File: config.mk
export PLATFORM = sky130hd
export DESIGN_NAME = prover_adder_tree_feeder
export DESIGN_NICKNAME = d
export VERILOG_FILES = /design/src/rtl/prover_feeder_pkg.sv /design/src/rtl/prover_feeder_bank.sv /design/src/rtl/prover_adder_tree_feeder.sv
export SDC_FILE = /design/constraint.sdc
export NUM_CORES = 1
export LEC_CHECK = 0
export CAP_MARGIN = 20
export CORE_AREA = 2 2 339 341
export DETAILED_ROUTE_END_ITERATION = 10
export DIE_AREA = 0 0 341 343
export PLACE_DENSITY_LB_ADDON = 0.08
export SYNTH_ARGS = -nofsm -noshare
export SYNTH_HDL_FRONTEND = slang
export SYNTH_HIERARCHICAL = 1
export SYNTH_SLANG_ARGS = --single-unit
File: constraint.sdc
create_clock -name clk -period 2.21 [get_ports clk]
set_input_delay 0.442 -clock clk [delete_from_list [all_inputs] [get_ports clk]]
set_output_delay 0.442 -clock clk [all_outputs]
set_load 0.1 [all_outputs]
File: src/rtl/prover_feeder_pkg.sv
// ============================================================================
// Module   : prover_feeder_pkg
// Brief    : Shared types and helpers for the adder-tree input feeder.
// Revision : 1.0 - initial release
// ============================================================================
`default_nettype none

// Field element width normally arrives from field_arith_defs.v.
`ifndef F_NBITS
`define F_NBITS 64
`endif

package prover_feeder_pkg;

    typedef enum logic [1:0] {
        BANK_EMPTY   = 2'd0,
        BANK_FILLING = 2'd1,
        BANK_FULL    = 2'd2
    } bank_state_t;

    function automatic int idx_width(input int n);
        return (n > 1) ? $clog2(n) : 1;
    endfunction

endpackage

`default_nettype wire

File: src/rtl/prover_feeder_bank.sv
// ============================================================================
// Module   : prover_feeder_bank
// Brief    : One vector buffer of the feeder: element storage, tag and state.
// Revision : 1.0 - initial release
// ============================================================================
`default_nettype none

module prover_feeder_bank
    import prover_feeder_pkg::*;
#(
    parameter int NGATES = 8,
    parameter int NTAGB  = 8,
    parameter int IDXW   = idx_width(NGATES)
) (
    input  logic                clk,
    input  logic                rstb,
    input  logic                we,
    input  logic [IDXW-1:0]     idx,
    input  logic [`F_NBITS-1:0] data,
    input  logic [NTAGB-1:0]    tag,
    input  logic                complete,
    input  logic                zero_fill,
    input  logic                free,
    output bank_state_t         state,
    output logic [`F_NBITS-1:0] vec [NGATES-1:0],
    output logic [NTAGB-1:0]    vec_tag
);

    bank_state_t         r_state;
    logic [`F_NBITS-1:0] r_vec [NGATES-1:0];
    logic [NTAGB-1:0]    r_tag;

    always_ff @(posedge clk or negedge rstb) begin
        if (!rstb) begin
            r_state <= BANK_EMPTY;
            r_tag   <= '0;
            for (int j = 0; j < NGATES; j++) begin
                r_vec[j] <= '0;
            end
        end else if (free) begin
            r_state <= BANK_EMPTY;
        end else if (we) begin
            // Slots above a short vector's last element hold the additive identity.
            for (int j = 0; j < NGATES; j++) begin
                if (IDXW'(j) == idx) begin
                    r_vec[j] <= data;
                end else if (zero_fill && (IDXW'(j) > idx)) begin
                    r_vec[j] <= '0;
                end
            end
            if (idx == '0) begin
                r_tag <= tag;
            end
            r_state <= complete ? BANK_FULL : BANK_FILLING;
        end
    end

    assign state   = r_state;
    assign vec     = r_vec;
    assign vec_tag = r_tag;

endmodule

`default_nettype wire

File: src/rtl/prover_adder_tree_feeder.sv
// ============================================================================
// Module   : prover_adder_tree_feeder
// Brief    : Packs serial field elements into double-buffered vectors and
//            issues them to the pipelined adder tree one strobe at a time.
// Options  : ADDER_FEEDER_PARTIAL_EN - in_last closes a vector early.
// Revision : 1.0 - initial release
// ============================================================================
`default_nettype none

module prover_adder_tree_feeder
    import prover_feeder_pkg::*;
#(
    parameter int NGATES = 8,
    parameter int NTAGB  = 8
) (
    input  logic                clk,
    input  logic                rstb,
    input  logic                in_valid,
    input  logic [`F_NBITS-1:0] in_data,
    input  logic [NTAGB-1:0]    in_tag,
    input  logic                in_last,
    output logic                in_ready,
    input  logic                tree_in_ready,
    input  logic                tree_in_ready_pulse,
    output logic                tree_en,
    output logic [`F_NBITS-1:0] tree_in [NGATES-1:0],
    output logic [NTAGB-1:0]    tree_tag,
    output logic                idle
);

    localparam int              IDXW       = idx_width(NGATES);
    localparam logic [IDXW-1:0] C_LAST_IDX = IDXW'(NGATES - 1);

    logic                r_fill_sel;
    logic                r_issue_sel;
    logic                r_holdoff;
    logic                r_tree_en;
    logic [IDXW-1:0]     r_elem_idx;

    bank_state_t         w_state0;
    bank_state_t         w_state1;
    logic [`F_NBITS-1:0] w_vec0 [NGATES-1:0];
    logic [`F_NBITS-1:0] w_vec1 [NGATES-1:0];
    logic [NTAGB-1:0]    w_tag0;
    logic [NTAGB-1:0]    w_tag1;

    bank_state_t         w_fill_state;
    bank_state_t         w_issue_state;
    logic                w_in_ready;
    logic                w_accept;
    logic                w_short_last;
    logic                w_complete;
    logic                w_issue;

`ifdef ADDER_FEEDER_PARTIAL_EN
    assign w_short_last = in_last;
`else
    // Full-vector build: in_last has no effect.
    assign w_short_last = in_last & 1'b0;
`endif

    assign w_fill_state  = r_fill_sel  ? w_state1 : w_state0;
    assign w_issue_state = r_issue_sel ? w_state1 : w_state0;
    assign w_in_ready    = (w_fill_state != BANK_FULL);
    assign w_accept      = in_valid && w_in_ready;
    assign w_complete    = (r_elem_idx == C_LAST_IDX) || w_short_last;

    // Back-to-back strobes are suppressed so the tree sees each en once.
    assign w_issue = (w_issue_state == BANK_FULL) && tree_in_ready &&
                     !r_holdoff && !r_tree_en;

    prover_feeder_bank #(
        .NGATES (NGATES),
        .NTAGB  (NTAGB),
        .IDXW   (IDXW)
    ) u_bank0 (
        .clk       (clk),
        .rstb      (rstb),
        .we        (w_accept && !r_fill_sel),
        .idx       (r_elem_idx),
        .data      (in_data),
        .tag       (in_tag),
        .complete  (w_complete),
        .zero_fill (w_short_last),
        .free      (r_tree_en && !r_issue_sel),
        .state     (w_state0),
        .vec       (w_vec0),
        .vec_tag   (w_tag0)
    );

    prover_feeder_bank #(
        .NGATES (NGATES),
        .NTAGB  (NTAGB),
        .IDXW   (IDXW)
    ) u_bank1 (
        .clk       (clk),
        .rstb      (rstb),
        .we        (w_accept && r_fill_sel),
        .idx       (r_elem_idx),
        .data      (in_data),
        .tag       (in_tag),
        .complete  (w_complete),
        .zero_fill (w_short_last),
        .free      (r_tree_en && r_issue_sel),
        .state     (w_state1),
        .vec       (w_vec1),
        .vec_tag   (w_tag1)
    );

    always_ff @(posedge clk or negedge rstb) begin
        if (!rstb) begin
            r_fill_sel  <= 1'b0;
            r_issue_sel <= 1'b0;
            r_elem_idx  <= '0;
            r_holdoff   <= 1'b0;
            r_tree_en   <= 1'b0;
        end else begin
            if (w_accept) begin
                if (w_complete) begin
                    r_elem_idx <= '0;
                    r_fill_sel <= ~r_fill_sel;
                end else begin
                    r_elem_idx <= r_elem_idx + IDXW'(1);
                end
            end
            r_tree_en <= w_issue;
            if (r_tree_en) begin
                r_issue_sel <= ~r_issue_sel;
            end
            // Held until the tree signals it has re-armed its input level.
            if (r_tree_en) begin
                r_holdoff <= 1'b1;
            end else if (tree_in_ready_pulse) begin
                r_holdoff <= 1'b0;
            end
        end
    end

    always_comb begin
        for (int i = 0; i < NGATES; i++) begin
            tree_in[i] = r_issue_sel ? w_vec1[i] : w_vec0[i];
        end
    end

    assign tree_tag = r_issue_sel ? w_tag1 : w_tag0;
    assign tree_en  = r_tree_en;
    assign in_ready = w_in_ready;
    assign idle     = (w_state0 == BANK_EMPTY) && (w_state1 == BANK_EMPTY) &&
                      !r_holdoff;

endmodule

`default_nettype wire

; After elaboration in Yosys (flattened, before gate mapping)
; Index checks and enable logic that the tools add are counted.
[totals]
in_bits = 78
out_inout_bits = 523
wordCells = 96
register_bits = 1051
[op_classes]
addsub = 1
eq_ne = 10
mux = 19
n_reduce_logical = 37
bitwise = 4
[ops]
columns = cell, count
row1 = $mux 64, 8
row2 = $reduce_and 3->1, 16
row3 = $mux 2, 7
row4 = $eq 3x3->1 const A, 4
row5 = $logic_and 1x1->1, 10
row6 = $mux 8, 1
row7 = $eq 2x3->1 const A, 2
row8 = $reduce_bool 2->1, 3
row9 = $logic_not 1->1, 4
row10 = $logic_not 2->1, 2
row11 = $not 1->1, 4
row12 = $add 3x1->3 const B, 1
row13 = $eq 1x3->1 const A, 1
row14 = $eq 3x3->1 const B, 1
row15 = $logic_not 3->1, 1
row16 = $mux 3, 1
row17 = $eq 2x2->1 const B, 1
row18 = $mux 1, 2
row19 = $ne 2x2->1 const B, 1
row20 = $reduce_and 2->1, 1

; Longest topological paths before layout
[depth]
depth_word = 6
ltp_mapped = 9

; Hierarchy
; Netlist, hierarchy kept.
[by_module_without_submodules]
columns = module, seq_area_each_um2, area_each_um2, cells_each, instances
row1 = prover_feeder_bank, 13062.5, 19210.9, 1387, 2
row2 = prover_adder_tree_feeder, 175.2, 6597.6, 614, 1

; Worst setup path after synthesis
; No wires, ideal clock.
[synth_path]
path_type = reg-to-output
from = register u_bank0.r_state[0], in the netlist u_bank0/state[0]
to = output port idle
arrival_time_ps = 2143
required_time_ps = 1768
stages_incl_launch_ff = 3
setup_slack_ps = -375
path_cell_list = dfrtp_1 or4_1 nor2_1
[synth_between]
elab_chain_len = 3
[synth_lines]
columns = item, line
row1 = "start, declared", prover_feeder_bank.sv:29  ; bank_state_t r_state;
row2 = "start signal, assigned", prover_feeder_bank.sv:54  ; r_state <= complete ? BANK_FULL : BANK_FILLING;
row3 = $logic_not 2->1, prover_adder_tree_feeder.sv:148  ; assign idle = (w_state0 == BANK_EMPTY) && (w_state1 == BANK_EMPTY) &&
row4 = $logic_and 1x1->1 (2 in a row), prover_adder_tree_feeder.sv:148
row5 = "end, declared", prover_adder_tree_feeder.sv:28  ; output logic idle
; No other way between the ends.

==> results.cfg <==
[critical_path]
critPathLaunchType = register
crit_required_ns = 1.77
critPathArrivalTime_ns = 2.29
reg2regPathDepth = 7
r2r_slack_ns = -0.05
worstReg2RegStart = r_issue_sel$_DFFE_PN0P_
r2r-end = u_bank1/vec[75]$_DFFE_PN0P_
critPathMaxFanout = 10
cp-end-kind = output pin
critPathKind = register to output pin

[placement]
placed_cell_area_mm2 = 0.0594
port_buffers = 599
placedCellCount = 5341
gp_congestion = 0.774
hpwl_um = 101000

[yosys]
synth-edff-count = 0
ys_seq_area_share_pct = 58.4
synth_common_cells = 1051 x dfrtp_1, 768 x a22o_1, 667 x mux2_2
ys_seq_elements = 1051
netlist_instances = 3388
yosysMostFrequentCell = dfrtp_1
mappedNetlistArea_mm2 = 0.0450
yosysWarnings = 6
synthDistinctLibCells = 44
synthTopCellsByArea = dfrtp_1 58%, mux2_2 17%, a22o_1 15%, buf_2 1.8%, nand3_1 1.4%
yosysTopAreaCellShare_pct = 58.4
yosys.area.top_type = dfrtp_1
synth.avg_cell_area_um2 = 13.3
synth_ff_type = dfrtp_1
async_flop_share_pct = 100

[run]
cap_violations = 0

[clocking]
clkTransAtPathRegs_ns = 0.06
cts_tree = yes
cts_buffer_depth = 3
ctsHtreeMaxLevel = 3
cts-root-buf = clkbuf_16
cts.sinks = 1051
clk_latency_ns = 0.71
cts-buffers-inserted = 113

[timing]
clock.fmax_ghz = 0.366
setup_ws_ns = -0.523
final.period_utilization_pct = 124
tightest_slew_ns = 4.00
hold_viol = 0
fin_skew_ns = 0.0216
rsz0062_at_grt = yes
relSlewSlack_pct = -168
finalSetupViolCount = 674
fin_crit_ns = 2.73
tns_ns = -246.27
drv_slew = 130

[final_layout]
final_nets = 4063
instances_no_fill = 5589
num-fill-cells = 8954
regArea_mm2 = 0.0263
multiInputGateArea_mm2 = 0.0176
area_growth_pct = 44.4
drive_above_1_share_pct = 41.8
antennaDiodeCount = 0
final_cell_area_mm2 = 0.0650

[floorplan]
die-area_mm2 = 0.117
initial_core_util_pct = 39.7
core_area_mm2 = 0.113
fp.dieW_um = 341
rows = 124
io-pin-count = 601
fp.dieH_um = 343

[detailed_routing]
drt-initial-drc-count = 2669
first_pass_iters = 5
routed_via_density = 5.77
num_vias = 32300
routedWlPerCell_um = 28.9
drt_wl_total_um = 161000
drc_errors = 0
drtAntennaViolNets = 0

[global_route]
grt_pass1_wl_um = 233000
grt_max_degree = 101
antenna_found_initial = 1
grtUsageTotal_pct = 26.7
grt_pass1_vias = 33000
grt_overflow = 0

[status]
violations = slew limit, setup timing
status = finished, violations left

[worst_hold_path]
hold_path.class = input port to asynchronous set/reset pin
==> timing repair <==
action	in CTS	in global routing
cloned	6	20
hold buffers	1	0
setup endpoints to repair	521	866
pin swaps	0	0
hold endpoints to repair	171	0
resized for setup	77	144
setup buffers	8	4
==> cell families after synthesis <==
group / synth area share (%)
other: 0.00833
AO/OA/AOI/OAI: 16.7
buffers and inverters: 4.50
adder cells (fa/ha/maj): 0.0556
AND/OR/NAND/NOR: 3.54
multiplexers: 16.8
XOR/XNOR: 0.0195
flip-flops: 58.4
==> final cells by class <==
type                            instances  area share [%]
Sequential cell                      1051            40.5
Tap cell                             1512            2.91
Clock buffer                          172            5.25
Clock inverter                         37           0.818
Multi-Input combinational cell       1925            27.0
Timing Repair Buffer                  889            23.5
Inverter                                3          0.0173
==> metrics by stage <==
step	util, %	worst slack, ns	hold WS (ns)
floorplan	-	0.0504	0.146
global route	57.3	-0.579	0.213
finish	57.3	-0.523	0.206
global placement	52.4	-0.403	0.344
detailed placement	52.4	-0.389	0.339
CTS	56.4	-0.602	0.183
==> worst max-delay path, cell delays in order (launching register included) <==
cell and delay (ns):
dfrtp_4 0.51, buf_12 0.17, buf_16 0.16, clkbuf_16 0.19, mux2_4 0.35, buf_12 0.18
==> routing by layer <==
layer | track usage, % | part of all wire [%]
met3 | 6.65 | 7.4
met4 | 8.45 | 3.0
met1 | 36.6 | 43
met2 | 41.8 | 46
met5 | 0 | 0
==> placed cells by master (no fill, tap or decap), drive strengths merged, types with 2 or more instances in the layout <==
cell / instances
nand4bb: 2
nand3: 128
and3b: 2
and3: 4
or4: 3
nor2: 14
a22o: 768
mux2: 667
a21oi: 6
clkinvlp: 2
clkbuf: 190
nor3b: 3
clkinv: 18
nand2: 132
bufbuf: 2
bufinv: 12
ha: 2
inv: 8
a21boi: 2
or3: 2
buf: 793
dfrtp: 1051
clkdlybuf4s50: 75
a211o: 4
nand3b: 3
nor2b: 9
conb: 14
nand2b: 9
o21ai: 132
mux2i: 4
nor3: 4
and2: 5
==> sequential cells by signal (all words and copies together), names as in the netlist <==
name and flops:
u_bank0/vec 512, u_bank1/vec 512, u_bank0/vec_tag 8, u_bank1/vec_tag 8, r_elem_idx 3, u_bank0/state 2
u_bank1/state 2, r_fill_sel 1, r_holdoff 1, r_issue_sel 1, tree_en 1
==> how the worst max path moves through the flow <==
stage	from	cells after the start	slack [ns]	endpoint
after CTS	r_issue_sel$_DFFE_PN0P_	5	-0.60	tree_in[175]
after global routing	r_issue_sel$_DFFE_PN0P_	5	-0.58	tree_in[363]
final	r_issue_sel$_DFFE_PN0P_	5	-0.52	tree_in[271]
after global placement	in_valid	8	-0.40	u_bank1/vec[185]$_DFFE_PN0P_
after floorplan	r_issue_sel$_DFFE_PN0P_	9	0.05	u_bank1/vec[100]$_DFFE_PN0P_
after detailed placement	in_valid	8	-0.39	u_bank1/vec[166]$_DFFE_PN0P_
Power is left out: the tool's default activity adds up to more than one toggle a clock period on the data nets, which glitch-free logic cannot reach.
